--- config.mk ---
export PLATFORM = sky130hd
export DESIGN_NAME = fam_arbiter
export DESIGN_NICKNAME = d
export VERILOG_FILES = /design/src/rtl/fam_arbiter_pkg.sv /design/src/rtl/fam_arbiter_tag_fifo.sv /design/src/rtl/fam_arbiter.sv
export SDC_FILE = /design/constraint.sdc
export NUM_CORES = 1
export LEC_CHECK = 0
export ABC_AREA = 1
export BUFFER_PORTS_ARGS = -buffer_cell sky130_fd_sc_hd__buf_2
export CORE_AREA = 8 8 135 137
export CTS_CLUSTER_SIZE = 24
export DETAILED_ROUTE_END_ITERATION = 10
export DIE_AREA = 0 0 143 145
export PLACE_DENSITY = 0.54
export SLEW_MARGIN = 0
export SYNTH_ARGS = -nofsm -noshare
export SYNTH_HDL_FRONTEND = slang
export SYNTH_SLANG_ARGS = --single-unit
--- constraint.sdc ---
create_clock -name clk -period 3 [get_ports clk]
set_clock_uncertainty 0.1 [all_clocks]
set_input_delay 0.6 -clock clk [delete_from_list [all_inputs] [get_ports clk]]
set_output_delay 0.6 -clock clk [all_outputs]
set_load 0.01 [all_outputs]
--- src/rtl/fam_arbiter_pkg.sv ---
// Shared float-unit definitions for the FAM issue arbiter: request payload
// layout, default sizing constants and a tag-width helper.
package fam_arbiter_pkg;

    // Default number of FAM operations allowed in flight.
    localparam int fam_els_default_lp = 4;

    // Default FAM result width.
    localparam int fam_data_width_lp = 32;

    // Request payload carried from an FPI pipeline to the FAM.
    typedef struct packed {
        logic [31:0] instr;
        logic [31:0] frs1;
        logic [31:0] frs2;
    } fam_req_payload_t;

    localparam int fam_payload_width_lp = $bits(fam_req_payload_t);

    // Width of a requester index. A single requester still needs one bit.
    function automatic int fam_tag_width(input int num_req);
        return (num_req > 1) ? $clog2(num_req) : 1;
    endfunction

endpackage

--- src/rtl/fam_arbiter_tag_fifo.sv ---
// In-order FIFO of requester tags. Each FAM issue pushes the owning
// requester index; each consumed FAM result pops it. Occupancy is exported
// as the in-flight count.
module fam_arb_tag_fifo
    import fam_arbiter_pkg::*;
#(
    parameter int els_p   = fam_els_default_lp,
    parameter int width_p = 1
) (
    input  logic                       clk,
    input  logic                       reset,
    input  logic                       push_i,
    input  logic [width_p-1:0]         data_i,
    input  logic                       pop_i,
    output logic [width_p-1:0]         data_o,
    output logic [$clog2(els_p+1)-1:0] count_o,
    output logic                       full_o,
    output logic                       empty_o
);

    localparam int ptr_w_lp = (els_p > 1) ? $clog2(els_p) : 1;
    localparam int cnt_w_lp = $clog2(els_p + 1);

    logic [width_p-1:0]  mem_q [els_p];
    logic [ptr_w_lp-1:0] wptr_q, wptr_d;
    logic [ptr_w_lp-1:0] rptr_q, rptr_d;
    logic [cnt_w_lp-1:0] count_q, count_d;
    logic                do_push;
    logic                do_pop;

    // Pointer advance with explicit wrap so non-power-of-two depths stay legal.
    function automatic logic [ptr_w_lp-1:0] ptr_inc(input logic [ptr_w_lp-1:0] p);
        return (p == ptr_w_lp'(els_p - 1)) ? '0 : p + ptr_w_lp'(1);
    endfunction

    assign full_o  = (count_q == cnt_w_lp'(els_p));
    assign empty_o = (count_q == '0);
    assign do_push = push_i & ~full_o;
    assign do_pop  = pop_i & ~empty_o;
    assign data_o  = mem_q[rptr_q];
    assign count_o = count_q;

    // Next-state for pointers and occupancy; push+pop together keeps the count.
    always_comb begin
        wptr_d  = wptr_q;
        rptr_d  = rptr_q;
        count_d = count_q;
        if (do_push) begin
            wptr_d = ptr_inc(wptr_q);
        end
        if (do_pop) begin
            rptr_d = ptr_inc(rptr_q);
        end
        case ({do_push, do_pop})
            2'b10:   count_d = count_q + cnt_w_lp'(1);
            2'b01:   count_d = count_q - cnt_w_lp'(1);
            default: count_d = count_q;
        endcase
    end

    // Control state: pointers and count, cleared by reset.
    always_ff @(posedge clk) begin
        if (reset) begin
            wptr_q  <= '0;
            rptr_q  <= '0;
            count_q <= '0;
        end else begin
            wptr_q  <= wptr_d;
            rptr_q  <= rptr_d;
            count_q <= count_d;
        end
    end

    // Tag storage: contents are only meaningful below the occupancy count.
    always_ff @(posedge clk) begin
        if (do_push) begin
            mem_q[wptr_q] <= data_i;
        end
    end

    // The arbiter never pushes when full nor pops when empty.
    assert property (@(posedge clk) disable iff (reset) !(push_i && full_o));
    assert property (@(posedge clk) disable iff (reset) !(pop_i && empty_o));

endmodule

--- src/rtl/fam_arbiter.sv ---
// Round-robin arbiter sharing one FAM between several FPI pipelines.
// Grants are combinational and limited by FAM readiness and the number of
// operations in flight. Results come back in issue order and are steered
// to their owner using a tag FIFO.
module fam_arbiter
    import fam_arbiter_pkg::*;
#(
    parameter int num_req_p       = 2,
    parameter int payload_width_p = fam_payload_width_lp,
    parameter int data_width_p    = fam_data_width_lp,
    parameter int els_p           = fam_els_default_lp
) (
    input  logic                                      clk,
    input  logic                                      reset,
    input  logic [num_req_p-1:0]                      req_v_i,
    input  logic [num_req_p-1:0][payload_width_p-1:0] req_data_i,
    output logic [num_req_p-1:0]                      req_ready_o,
    output logic                                      fam_v_o,
    output logic [payload_width_p-1:0]                fam_data_o,
    input  logic                                      fam_ready_i,
    input  logic                                      fam_v_i,
    input  logic [data_width_p-1:0]                   fam_data_i,
    output logic                                      fam_yumi_o,
    output logic [num_req_p-1:0]                      resp_v_o,
    output logic [data_width_p-1:0]                   resp_data_o,
    input  logic [num_req_p-1:0]                      resp_yumi_i,
    output logic [$clog2(els_p+1)-1:0]                inflight_o
);

    localparam int tag_w_lp = fam_tag_width(num_req_p);
    localparam int cnt_w_lp = $clog2(els_p + 1);

    logic [tag_w_lp-1:0]  last_grant_q, last_grant_d;
    logic [tag_w_lp-1:0]  grant_idx;
    logic [tag_w_lp-1:0]  cand;
    logic                 grant_found;
    logic [num_req_p-1:0] grant_oh;
    logic                 eligible;
    logic [tag_w_lp-1:0]  head_tag;
    logic [cnt_w_lp-1:0]  fifo_count;
    logic                 fifo_full;
    logic                 fifo_empty;
    logic [num_req_p-1:0] resp_v;
    logic                 yumi;

    // Full is taken from the registered count, so a same-cycle pop cannot
    // open a slot for a new grant.
    assign eligible = ~reset & fam_ready_i & ~fifo_full;

    // Round-robin search starting one past the last granted requester.
    always_comb begin
        grant_oh    = '0;
        grant_idx   = last_grant_q;
        grant_found = 1'b0;
        cand        = '0;
        if (eligible) begin
            for (int i = 1; i <= num_req_p; i++) begin
                cand = tag_w_lp'((int'(last_grant_q) + i) % num_req_p);
                if (!grant_found && req_v_i[cand]) begin
                    grant_found = 1'b1;
                    grant_idx   = cand;
                end
            end
        end
        if (grant_found) begin
            grant_oh[grant_idx] = 1'b1;
        end
    end

    assign last_grant_d = grant_found ? grant_idx : last_grant_q;

    // Priority pointer moves only on a real grant; after reset requester 0 wins first.
    always_ff @(posedge clk) begin
        if (reset) begin
            last_grant_q <= tag_w_lp'(num_req_p - 1);
        end else begin
            last_grant_q <= last_grant_d;
        end
    end

    assign req_ready_o = grant_oh;
    assign fam_v_o     = grant_found;
    assign fam_data_o  = grant_found ? req_data_i[grant_idx] : '0;

    // Owner tags of issued operations, oldest at the head.
    fam_arb_tag_fifo #(
        .els_p   (els_p),
        .width_p (tag_w_lp)
    ) u_tag_fifo (
        .clk     (clk),
        .reset   (reset),
        .push_i  (grant_found),
        .data_i  (grant_idx),
        .pop_i   (yumi),
        .data_o  (head_tag),
        .count_o (fifo_count),
        .full_o  (fifo_full),
        .empty_o (fifo_empty)
    );

    // Steer the head FAM result to its owner; only the owner's yumi consumes it.
    always_comb begin
        resp_v = '0;
        if (!reset && fam_v_i && !fifo_empty) begin
            resp_v[head_tag] = 1'b1;
        end
        yumi = resp_v[head_tag] & resp_yumi_i[head_tag];
    end

    assign resp_v_o    = resp_v;
    assign fam_yumi_o  = yumi;
    assign resp_data_o = reset ? '0 : fam_data_i;
    assign inflight_o  = reset ? '0 : fifo_count;

    // A FAM result with nothing in flight means the FAM and the tag FIFO disagree.
    assert property (@(posedge clk) disable iff (reset) !(fam_v_i && fifo_empty));
    assert property (@(posedge clk) disable iff (reset) $onehot0(req_ready_o));

endmodule

==> results.sh <==
export IMPL_outcome="completed"
export IMPL_io_pins=369
export IMPL_synth_seq_area_share_pct=11.08
export IMPL_hold_class="register to register"
export IMPL_grt_pass1_vias=4793
export IMPL_synth_warning_count=0
export IMPL_dpl_hpwl_um=13350
export IMPL_synth_fp_nets=760
export IMPL_rows=47
export IMPL_drt_iter0_drc=225
export IMPL_drive_gt1_share_pct=46.12
export IMPL_hold_violations=0
export IMPL_cpPeakStageDelay_ns=0.24
export IMPL_required_ns=2.30
export IMPL_drv_slew=0
export IMPL_yosysTopAreaCell="o2111ai_1"
export IMPL_numCtsBuffers=3
export IMPL_avgRoutedWirePerCell_um=15.38
export IMPL_crit_start="reset"
export IMPL_synth_area_leaders="o2111ai_1 (29%), nand2_1 (27%), nor2_1 (7.1%)"
export IMPL_gp_congestion=0.8866
export IMPL_die_h_um=145
export IMPL_start_util_pct=17.88
export IMPL_worst_path_buf_inv=6
export IMPL_grt_pass1_wl_um=25050
export IMPL_yosysMostFrequentCell="nand2_1"
export IMPL_final_area_mm2=0.004989
export IMPL_p_leak_nw=3.157
export IMPL_cts_setup_buffers=0
export IMPL_finalPower_w=0.001002
export IMPL_hp_start="u_tag_fifo.count_o[2]"
export IMPL_post_synth_top_area_fraction_pct=29.08
export IMPL_final_antenna_net_count=0
export IMPL_dieArea_mm2=0.02074
export IMPL_drc=0
export IMPL_synthDistinctLibCells=21
export IMPL_synthArstFlopShare_pct=0
export IMPL_avgViaCountPerCell=4.429
export IMPL_drt_total_wl_um=16460
export IMPL_tightest_slew_ns=0.4758
export IMPL_path_delay_family="buffers and inverters"
export IMPL_clkTransAtPathRegs_ns=0.04
export IMPL_antenna_found_initial=0
export IMPL_fp_dieW_um=143
export IMPL_maxCapViolations=0
export IMPL_postCtsHoldBufs=0
export IMPL_synth_seq_cells=14
export IMPL_synth_common_cells="nand2_1 (210), o2111ai_1 (96), nor2_1 (55)"
export IMPL_vias=4739
export IMPL_worst_r2r_setup_slack_ns=0.73
export IMPL_slew_headroom_pct=68.28
export IMPL_drt_pass1_iterations=4
export IMPL_numPortBuffers=368
export IMPL_placed_area_mm2=0.004910
export IMPL_grt_max_degree=98
export IMPL_ys_flop_type="dfxtp_1"
export IMPL_cp_cell_sequence="buf_2, inv_4, nand3_4, inv_4, o211ai_2, inv_2, buf_12, nand2_1, nand2_1, buf_2"
export IMPL_syn_area_per_cell_um2=5.550
export IMPL_tritoncts="yes"
export IMPL_fin_setup_tns_ns=0
export IMPL_worstSetupPathType="input port to primary output"
export IMPL_rsz0062_at_grt="no"
export IMPL_syn2layout_area_growth_pct=72.52
export IMPL_nets=1090
export IMPL_critPathSlowestCell="buf_12"
export IMPL_overflow=0
export IMPL_setup_viol=0
export IMPL_period_needed_ns=2.577
export IMPL_cp_start_kind="input port"
export IMPL_worstPathArrival_ns=1.88
export IMPL_powerDensity_mw_per_mm2=200.9
export IMPL_synth_edf_count=4
export IMPL_synthesis_area_mm2=0.002892
export IMPL_final_core_util_pct=30.85
export IMPL_end_kind="primary output"
export IMPL_cts_resized=0
export IMPL_syn_instance_count=521
export IMPL_nFillCells=1838
export IMPL_root_buffer="clkbuf_16"
export IMPL_antenna_cells=0
export IMPL_clock_latency_ns=0.24
export IMPL_max_clock_freq_mhz=388.0
export IMPL_htreeDepth=1
export IMPL_clk_path_buf_depth=2
export IMPL_cts_sinks=14
export IMPL_grt_usage_pct=14.65
export IMPL_cp_max_fo=46
export IMPL_core_area_mm2=0.01617
export IMPL_ir_worst_vdd_mv=0.1563
export IMPL_min_period_over_period_pct=85.91
[report_power, final]
part / switching [W] / internal (W)
combinational: 0.000310 / 0.000234
sequential: 0.00000582 / 0.000203
clock: 0.0000736 / 0.000176
[cell usage in the layout, fill, tap and decap left out, types with 2 or more instances in the layout]
| cell | Yosys | routed |
|---|---|---|
| dfxtp_1 | 10 | 10 |
| inv_1 | 54 | 54 |
| nor2_1 | 55 | 55 |
| o2111ai_1 | 96 | 96 |
| inv_2 | 4 | 4 |
| clkbuf_16 | 0 | 3 |
| nand3_1 | 8 | 8 |
| buf_12 | 0 | 6 |
| buf_2 | 13 | 368 |
| buf_4 | 1 | 6 |
| edfxtp_1 | 4 | 4 |
| nand2_1 | 210 | 210 |
| ha_1 | 6 | 6 |
| o21ai_0 | 7 | 7 |
| inv_4 | 2 | 2 |
| a21oi_1 | 5 | 5 |
[worst reg2reg max path: stages (launching register included)]
cell,delay (ns)
dfxtp_1,0.32
inv_1,0.09
nand2_1,0.07
nand3_1,0.09
nand2_1,0.10
nand2_1,0.09
nand3_1,0.14
inv_1,0.09
ha_1,0.14
inv_1,0.07
fa_1,0.39
a21oi_1,0.15
o21ai_0,0.11
o21ai_0,0.15
a21oi_1,0.05
[cell type report]
cell class | instances | area [µm²] | share of cell area (%)
timing repair buffer | 380 | 2007 | 40.23
inverter | 60 | 230.2 | 4.615
tap | 220 | 275.3 | 5.518
clock buffer | 3 | 75.07 | 1.505
clock inverter | 1 | 3.754 | 0.07524
multi-input combinational | 392 | 2077 | 41.64
sequential | 14 | 320.3 | 6.421
[routing by layer]
layer / global-route usage (%) / vias up / part of all wire, %
met5: 0 / - / 0
li1: - / 2430 / -
met1: 16.31 / 2066 / 38
met2: 26.69 / 214 / 51
met3: 3.707 / 29 / 8.4
met4: 3.987 / 0 / 2.3
[metrics by stage]
stage          std cells  hold slack, ns  worst slack (ns)
3_3_place_gp        1066          0.4011            0.3704
2_1_floorplan        521          0.3785            0.5259
5_1_grt             1070          0.4549            0.2939
6_report            1070          0.4197            0.4227
4_1_cts             1070          0.4191            0.3616
3_5_place_dp        1066          0.4086            0.3618
[path summary, 6_finish.rpt]
| check | to | cells after the start |
|---|---|---|
| min | u_tag_fifo.count_o[2] | 2 |
| max reg2reg | u_tag_fifo.count_o[2] | 14 |
| min reg2reg | u_tag_fifo.count_o[2] | 2 |
| max | fam_data_o[69] | 10 |
[logic make-up (layout without fill, tap and decap cells)]
family / after synthesis / count (layout) / share of synthesized area, %
flops: 14 / 14 / 11.08
simple gates: 275 / 275 / 36.65
fa+ha+maj: 7 / 7 / 3.289
compound gates: 110 / 110 / 31.89
buf+inv: 115 / 444 / 17.09
Note: power is estimated with default switching activity, not from simulation.
